<file path="config.mk">
export PLATFORM = sky130hd
export DESIGN_NAME = fpu_operand_unpack
export DESIGN_NICKNAME = d
export VERILOG_FILES = /design/src/rtl/fpu_operand_unpack_pkg.sv /design/src/rtl/fpu_operand_decode.sv /design/src/rtl/fpu_operand_unpack.sv
export SDC_FILE = /design/constraint.sdc
export NUM_CORES = 1
export LEC_CHECK = 0
export BUFFER_PORTS_ARGS = -buffer_cell sky130_fd_sc_hd__buf_2
export CORE_UTILIZATION = 40
export CTS_BUF_LIST = sky130_fd_sc_hd__clkbuf_4 sky130_fd_sc_hd__clkbuf_8
export CTS_CLUSTER_DIAMETER = 50
export DETAILED_ROUTE_END_ITERATION = 7
export PLACE_DENSITY = 0.74
export REMOVE_ABC_BUFFERS = 1
export SLEW_MARGIN = 20
export SYNTH_ARGS = -nofsm -noshare
export SYNTH_HDL_FRONTEND = slang
export SYNTH_SLANG_ARGS = --single-unit
export TNS_END_PERCENT = 10
</file>
<file path="constraint.sdc">
create_clock -name clk_i -period 11.1 [get_ports clk_i]
set_input_delay 2.22 -clock clk_i [delete_from_list [all_inputs] [get_ports clk_i]]
set_output_delay 2.22 -clock clk_i [all_outputs]
set_load 0.1 [all_outputs]
</file>
<file path="src/rtl/fpu_operand_unpack_pkg.sv">
// -----------------------------------------------------------------------------
// fpu_operand_unpack_pkg
//   Shared FPU class-flag header. Holds the one-hot class bit indices that the
//   execution units decode, the binary32 exponent bias and the special unbiased
//   exponent values produced by operand unpacking. Also holds the per-operand
//   unpacked record {exp, sig, cls}.
// -----------------------------------------------------------------------------
package fpu_operand_unpack_pkg;

    // One-hot class bit positions
    localparam int unsigned CLS_QNAN      = 5;
    localparam int unsigned CLS_SNAN      = 4;
    localparam int unsigned CLS_INF       = 3;
    localparam int unsigned CLS_NORMAL    = 2;
    localparam int unsigned CLS_SUBNORMAL = 1;
    localparam int unsigned CLS_ZERO      = 0;

    localparam int unsigned CLS_W = 6;
    localparam int unsigned EXP_W = 10;
    localparam int unsigned SIG_W = 24;

    // Exponent constants (unbiased, signed)
    localparam logic signed [EXP_W-1:0] EXP_BIAS    = 10'sd127;
    localparam logic signed [EXP_W-1:0] EXP_SPECIAL = 10'sd128;   // INF / NaN
    localparam logic signed [EXP_W-1:0] EXP_ZERO    = -10'sd127;
    localparam logic signed [EXP_W-1:0] EXP_SUBNORM = -10'sd126;  // before normalization

    typedef struct packed {
        logic signed [EXP_W-1:0] exp;
        logic        [SIG_W-1:0] sig;
        logic        [CLS_W-1:0] cls;
    } unpacked_op_t;

    // A subnormal still waiting for its leading one to reach the hidden-bit slot
    function automatic logic needs_shift(input unpacked_op_t op);
        return op.cls[CLS_SUBNORMAL] && !op.sig[SIG_W-1];
    endfunction

endpackage

</file>
<file path="src/rtl/fpu_operand_decode.sv">
// -----------------------------------------------------------------------------
// fpu_operand_decode
//   Purely combinational classifier for one binary32 operand. The sign bit is
//   not needed here and is carried separately by the caller.
//   Ports:
//     operand_i  in  31  exponent and fraction fields {E[7:0], F[22:0]}
//     op_o       out     {exp (signed 10), sig (24), cls (6, one-hot)}
//   Subnormals come out with exp=-126 and sig={0,F}; normalization is done
//   by the caller.
// -----------------------------------------------------------------------------
module fpu_operand_decode
    import fpu_operand_unpack_pkg::*;
(
    input  logic [30:0]  operand_i,
    output unpacked_op_t op_o
);

    logic [7:0]  e;
    logic [22:0] f;

    assign e = operand_i[30:23];
    assign f = operand_i[22:0];

    always_comb begin
        op_o = '0;
        if (e == 8'hFF) begin
            op_o.exp = EXP_SPECIAL;
            op_o.sig = {1'b1, f};
            if (f == 23'd0) begin
                op_o.cls[CLS_INF] = 1'b1;
            end else if (f[22]) begin
                op_o.cls[CLS_QNAN] = 1'b1;
            end else begin
                op_o.cls[CLS_SNAN] = 1'b1;
            end
        end else if (e == 8'h00) begin
            if (f == 23'd0) begin
                op_o.exp = EXP_ZERO;
                op_o.sig = '0;
                op_o.cls[CLS_ZERO] = 1'b1;
            end else begin
                op_o.exp = EXP_SUBNORM;
                op_o.sig = {1'b0, f};
                op_o.cls[CLS_SUBNORMAL] = 1'b1;
            end
        end else begin
            op_o.exp = $signed({2'b00, e}) - EXP_BIAS;
            op_o.sig = {1'b1, f};
            op_o.cls[CLS_NORMAL] = 1'b1;
        end
    end

endmodule

</file>
<file path="src/rtl/fpu_operand_unpack.sv">
// -----------------------------------------------------------------------------
// fpu_operand_unpack
//   Multi-cycle operand unpack stage in front of the FPU execution units.
//   Captures two raw binary32 operands and a rounding mode, classifies them,
//   unbiases exponents and normalizes subnormal significands one bit per
//   cycle so that every finite non-zero operand leaves with sig[23]=1.
//   Ports:
//     clk_i, reset_i            clock, async active-high reset
//     in_valid_i / in_ready_o   input handshake (ready only in IDLE)
//     rs1_i, rs2_i, rm_i        raw operands and rounding mode
//     out_valid_o / out_ready_i output handshake (valid only in DONE)
//     rs1_o, rs2_o, rm_o        captured raw operands / rounding mode
//     rsNExp_o, rsNSig_o,       unbiased exponent, significand with hidden
//     rsNClass_o                bit, one-hot class
// -----------------------------------------------------------------------------
module fpu_operand_unpack
    import fpu_operand_unpack_pkg::*;
(
    input  logic                    clk_i,
    input  logic                    reset_i,
    input  logic                    in_valid_i,
    output logic                    in_ready_o,
    input  logic [31:0]             rs1_i,
    input  logic [31:0]             rs2_i,
    input  logic [2:0]              rm_i,
    output logic                    out_valid_o,
    input  logic                    out_ready_i,
    output logic [31:0]             rs1_o,
    output logic [31:0]             rs2_o,
    output logic signed [EXP_W-1:0] rs1Exp_o,
    output logic signed [EXP_W-1:0] rs2Exp_o,
    output logic [SIG_W-1:0]        rs1Sig_o,
    output logic [SIG_W-1:0]        rs2Sig_o,
    output logic [CLS_W-1:0]        rs1Class_o,
    output logic [CLS_W-1:0]        rs2Class_o,
    output logic [2:0]              rm_o
);

    localparam logic [1:0] ST_IDLE = 2'd0;
    localparam logic [1:0] ST_NORM = 2'd1;
    localparam logic [1:0] ST_DONE = 2'd2;

    logic [1:0]   state_q, state_d;
    logic [31:0]  raw1_q, raw1_d, raw2_q, raw2_d;
    logic [2:0]   rm_q, rm_d;
    unpacked_op_t op1_q, op1_d, op2_q, op2_d;
    unpacked_op_t dec1, dec2;

    fpu_operand_decode u_decode_rs1 (
        .operand_i (rs1_i[30:0]),
        .op_o      (dec1)
    );

    fpu_operand_decode u_decode_rs2 (
        .operand_i (rs2_i[30:0]),
        .op_o      (dec2)
    );

    always_comb begin
        state_d = state_q;
        raw1_d  = raw1_q;
        raw2_d  = raw2_q;
        rm_d    = rm_q;
        op1_d   = op1_q;
        op2_d   = op2_q;
        case (state_q)
            ST_IDLE: begin
                if (in_valid_i) begin
                    raw1_d  = rs1_i;
                    raw2_d  = rs2_i;
                    rm_d    = rm_i;
                    op1_d   = dec1;
                    op2_d   = dec2;
                    state_d = (dec1.cls[CLS_SUBNORMAL] || dec2.cls[CLS_SUBNORMAL])
                              ? ST_NORM : ST_DONE;
                end
            end
            ST_NORM: begin
                // Both operands shift in lockstep; one that is already
                // normalized simply holds while the other catches up.
                if (needs_shift(op1_q)) begin
                    op1_d.sig = op1_q.sig << 1;
                    op1_d.exp = op1_q.exp - 10'sd1;
                end
                if (needs_shift(op2_q)) begin
                    op2_d.sig = op2_q.sig << 1;
                    op2_d.exp = op2_q.exp - 10'sd1;
                end
                // Decide on the post-shift values so DONE follows the final shift
                if (!needs_shift(op1_d) && !needs_shift(op2_d)) begin
                    state_d = ST_DONE;
                end
            end
            ST_DONE: begin
                if (out_ready_i) begin
                    state_d = ST_IDLE;
                end
            end
            default: state_d = ST_IDLE;
        endcase
    end

    // Register boundary: FSM state and captured/normalized operand fields
    always_ff @(posedge clk_i or posedge reset_i) begin
        if (reset_i) begin
            state_q <= ST_IDLE;
            raw1_q  <= '0;
            raw2_q  <= '0;
            rm_q    <= '0;
            op1_q   <= '0;
            op2_q   <= '0;
        end else begin
            state_q <= state_d;
            raw1_q  <= raw1_d;
            raw2_q  <= raw2_d;
            rm_q    <= rm_d;
            op1_q   <= op1_d;
            op2_q   <= op2_d;
        end
    end

    assign in_ready_o  = (state_q == ST_IDLE);
    assign out_valid_o = (state_q == ST_DONE);

    assign rs1_o      = raw1_q;
    assign rs2_o      = raw2_q;
    assign rm_o       = rm_q;
    assign rs1Exp_o   = op1_q.exp;
    assign rs2Exp_o   = op2_q.exp;
    assign rs1Sig_o   = op1_q.sig;
    assign rs2Sig_o   = op2_q.sig;
    assign rs1Class_o = op1_q.cls;
    assign rs2Class_o = op2_q.cls;

endmodule

</file>
==> impl_metrics.toml <==
[run_status]
outcome = "finished clean"

[synthesis]
netlist_area_sq_um = 6700
postSynthCellCount = 752
synthXorXnorAreaFrac_pct = 1.31
synth_mux_area_share_pct = 0.168
synth-simple-area-share_pct = 28.9
synth-seq-area-share_pct = 55.7
synthArstFlopShare_pct = 100
synth_compound_area_share_pct = 9.68
synth_top_family_by_area = "simple AND/OR/NAND/NOR gates"
synth_top_flop_cell = "dfrtp_1"
yosysWarnings = 0
synth_cell_types = 59
syn_area_per_cell_sq_um = 8.91
synth_edf_count = 0
synth-seq-cells = 149
synth_fa_ha_area_share_pct = 1.12

[finish]
num-fill-cells = 1536
fin_util_pct = 51.9
area_delta_synth_final_pct = 25.0
drive_gt1_share_pct = 28.0
antenna_cells = 0
final_nets = 1034
final_common_cell = "nand2_1"
most-common-layout-cells = "319 x nand2_1, 219 x buf_2, 149 x dfrtp_1"
fin_area_sq_um = 8370

[grt]
antenna_found_initial = 0
grt-ovfl-total = 0
grtUsageTotal_pct = 22.2
grt_pass1_wl_microns = 30600
grt_pass1_vias = 5915
grt_max_degree = 81

[critical_path]
crit_required_ns = 8.88
critPathMaxFanout = 12
crit_arrival_ns = 1.71
r2r-start = "state_q[0]$_DFFE_PP0P_"
cp-end-kind = "output pin"
worstSetupPathType = "reg2out"
startpoint = "state_q[1]$_DFFE_PP0P_"
start_kind = "flop"

[clock_tree]
htree_num_levels = 4
clock_path_buffers = 2
ctsRootBufferMaster = "clkbuf_8"
cts_setup_buffers = 0
cts.sinks = 149
cts_resized = 0
clk_latency_ns = 0.45
clkTransAtPathRegs_ns = 0.08
tritoncts = "done"
cts_buffers = 17
hold_buffers = 0

[floorplan]
die_y_microns = 131
fp-row-count = 46
io_pins = 220
dieArea_sq_um = 17300
core_sq_um = 16100
die_x_microns = 131
start_util_pct = 41.6

[pwr]
leakagePower_nw = 4.45
power_density_nw_per_um2 = 280
vdd_drop_max_mv = 0.153
p_total_mw = 2.34

[route]
wirelength_microns = 18700
vias_per_cell = 5.26
drc = 0
wl_per_cell_microns = 15.8
drt-initial-drc-count = 361
drt_first_pass_iters = 6
ant_nets = 0
vias = 6232

[place]
routabilityCongestion = 0.847
io_buffers = 219
placed_area_sq_um = 7940
place_ws_ns = 6.73
hpwl_microns = 13100

[sta]
fmax_mhz = 255
period_minus_slack_ns = 3.93
slew_headroom_pct = 28.8
fin_ws_ns = 7.17
tightest_slew_ns = 1.07
fin_crit_sh_pct = 35.4
finClkSkew_ns = 0.00882
final_max_slew_viol_count = 0
hold_viol_final = 0
tns_ns = 0
rsz0062_at_grt = "false"
setup_violations = 0

[hold_path]
hp-class = "reg2reg"
hp-start = "rs2_o[31]$_DFFE_PP0P_"

[flow_run]
cap_violations = 0
-- cell type report --
type / instances / area (sq um) / area share (%)
clock buffers: 25 / 332 / 3.96
clock inverters: 6 / 91.3 / 1.09
inverters: 12 / 50.0 / 0.598
multi-input cells: 554 / 2770 / 33.1
flip-flops and latches: 149 / 3730 / 44.6
well taps: 216 / 270 / 3.23
repair buffers: 223 / 1130 / 13.5
-- routing by layer --
layer | up-vias | GRT usage, % | share of wire [%]
li1 | 2946 | - | -
met1 | 2989 | 29.9 | 45
met2 | 273 | 34.3 | 46
met3 | 24 | 6.37 | 7.9
met4 | 0 | 7.69 | 1.6
met5 | - | 0 | 0
-- synthesized netlist by cell type (2+ instances only) --
master     number  area (sq um)
nor4_1         11          68.8
o311ai_0        2          17.5
o211ai_1        5          37.5
a21oi_1         7          35.0
and4bb_2        2          25.0
nor3_1         13          65.1
clkbuf_1       13          48.8
nor2_2          2          12.5
o22ai_1         5          31.3
o32ai_1         2          17.5
ha_1            6          75.1
o2111ai_1       2          17.5
and2_1          2          12.5
o31ai_1         2          15.0
dfrtp_1       149          3730
or3b_1          2          17.5
o21ai_0        13          65.1
a31oi_1         4          25.0
o221ai_1        4          35.0
xnor2_1         8          70.1
buf_1           2          7.51
and3_1          3          18.8
inv_1          12          45.0
nor3b_1         3          22.5
or3_1           2          12.5
xor2_1          2          17.5
o21a_1          4          30.0
nand4bb_1       2          22.5
nor2b_1         3          18.8
nor2_1         29           109
nand4_1         5          31.3
a22o_1          4          35.0
nor4b_1         3          26.3
o41ai_2         2          32.5
a22oi_1        21           158
nand2_1       319          1200
nand3_1        38           190
a31o_2          2          17.5
nand2b_1        2          12.5
buf_2          21           105
-- report_power, final --
part,internal (mW),switching [mW]
clock,0.240,0.201
combinational,0.159,1.00
sequential,0.650,0.0894
total,1.05,1.29
-- flip-flops by register name, indices dropped and copies added (netlist names) --
signal      cells
rs2_o          32
state_q         2
rs1_o          32
rs1Class_o      6
rs1Exp_o       10
rs2Class_o      6
rs2Sig_o       24
rs2Exp_o       10
rm_o            3
rs1Sig_o       24
-- logic make-up after synthesis --
logic type	count (synthesis)
compound gates	88
xor+xnor	10
fa+ha+maj	6
buf+inv	49
flops	149
mux	1
simple gates	449
-- worst paths after layout --
check                      cells past startpoint  slack, ns                       to
min in group asynchronous                      2       1.85    rs1_o[11]$_DFFE_PP0P_
min                                            2       0.47    rs2_o[31]$_DFFE_PP0P_
max reg2reg                                    5       8.57  rs1Exp_o[0]$_DFFE_PP0P_
max                                            2       7.17              out_valid_o
min reg2reg                                    2       0.47    rs2_o[31]$_DFFE_PP0P_
max in group asynchronous                      3       8.12     rs2_o[1]$_DFFE_PP0P_
-- per-stage QoR --
step | hold slack [ns] | std cells
after floorplan | 0.653 | 715
after global placement | 0.453 | 1154
after detailed placement | 0.457 | 1154
after CTS | 0.475 | 1185
after global routing | 0.495 | 1185
final | 0.470 | 1185
-- critical path: stages (launching register included) --
cell and delay [ns]:
dfrtp_1 0.54, nor2b_1 0.26, buf_2 0.46
Note: power is estimated with default switching activity, not from simulation.
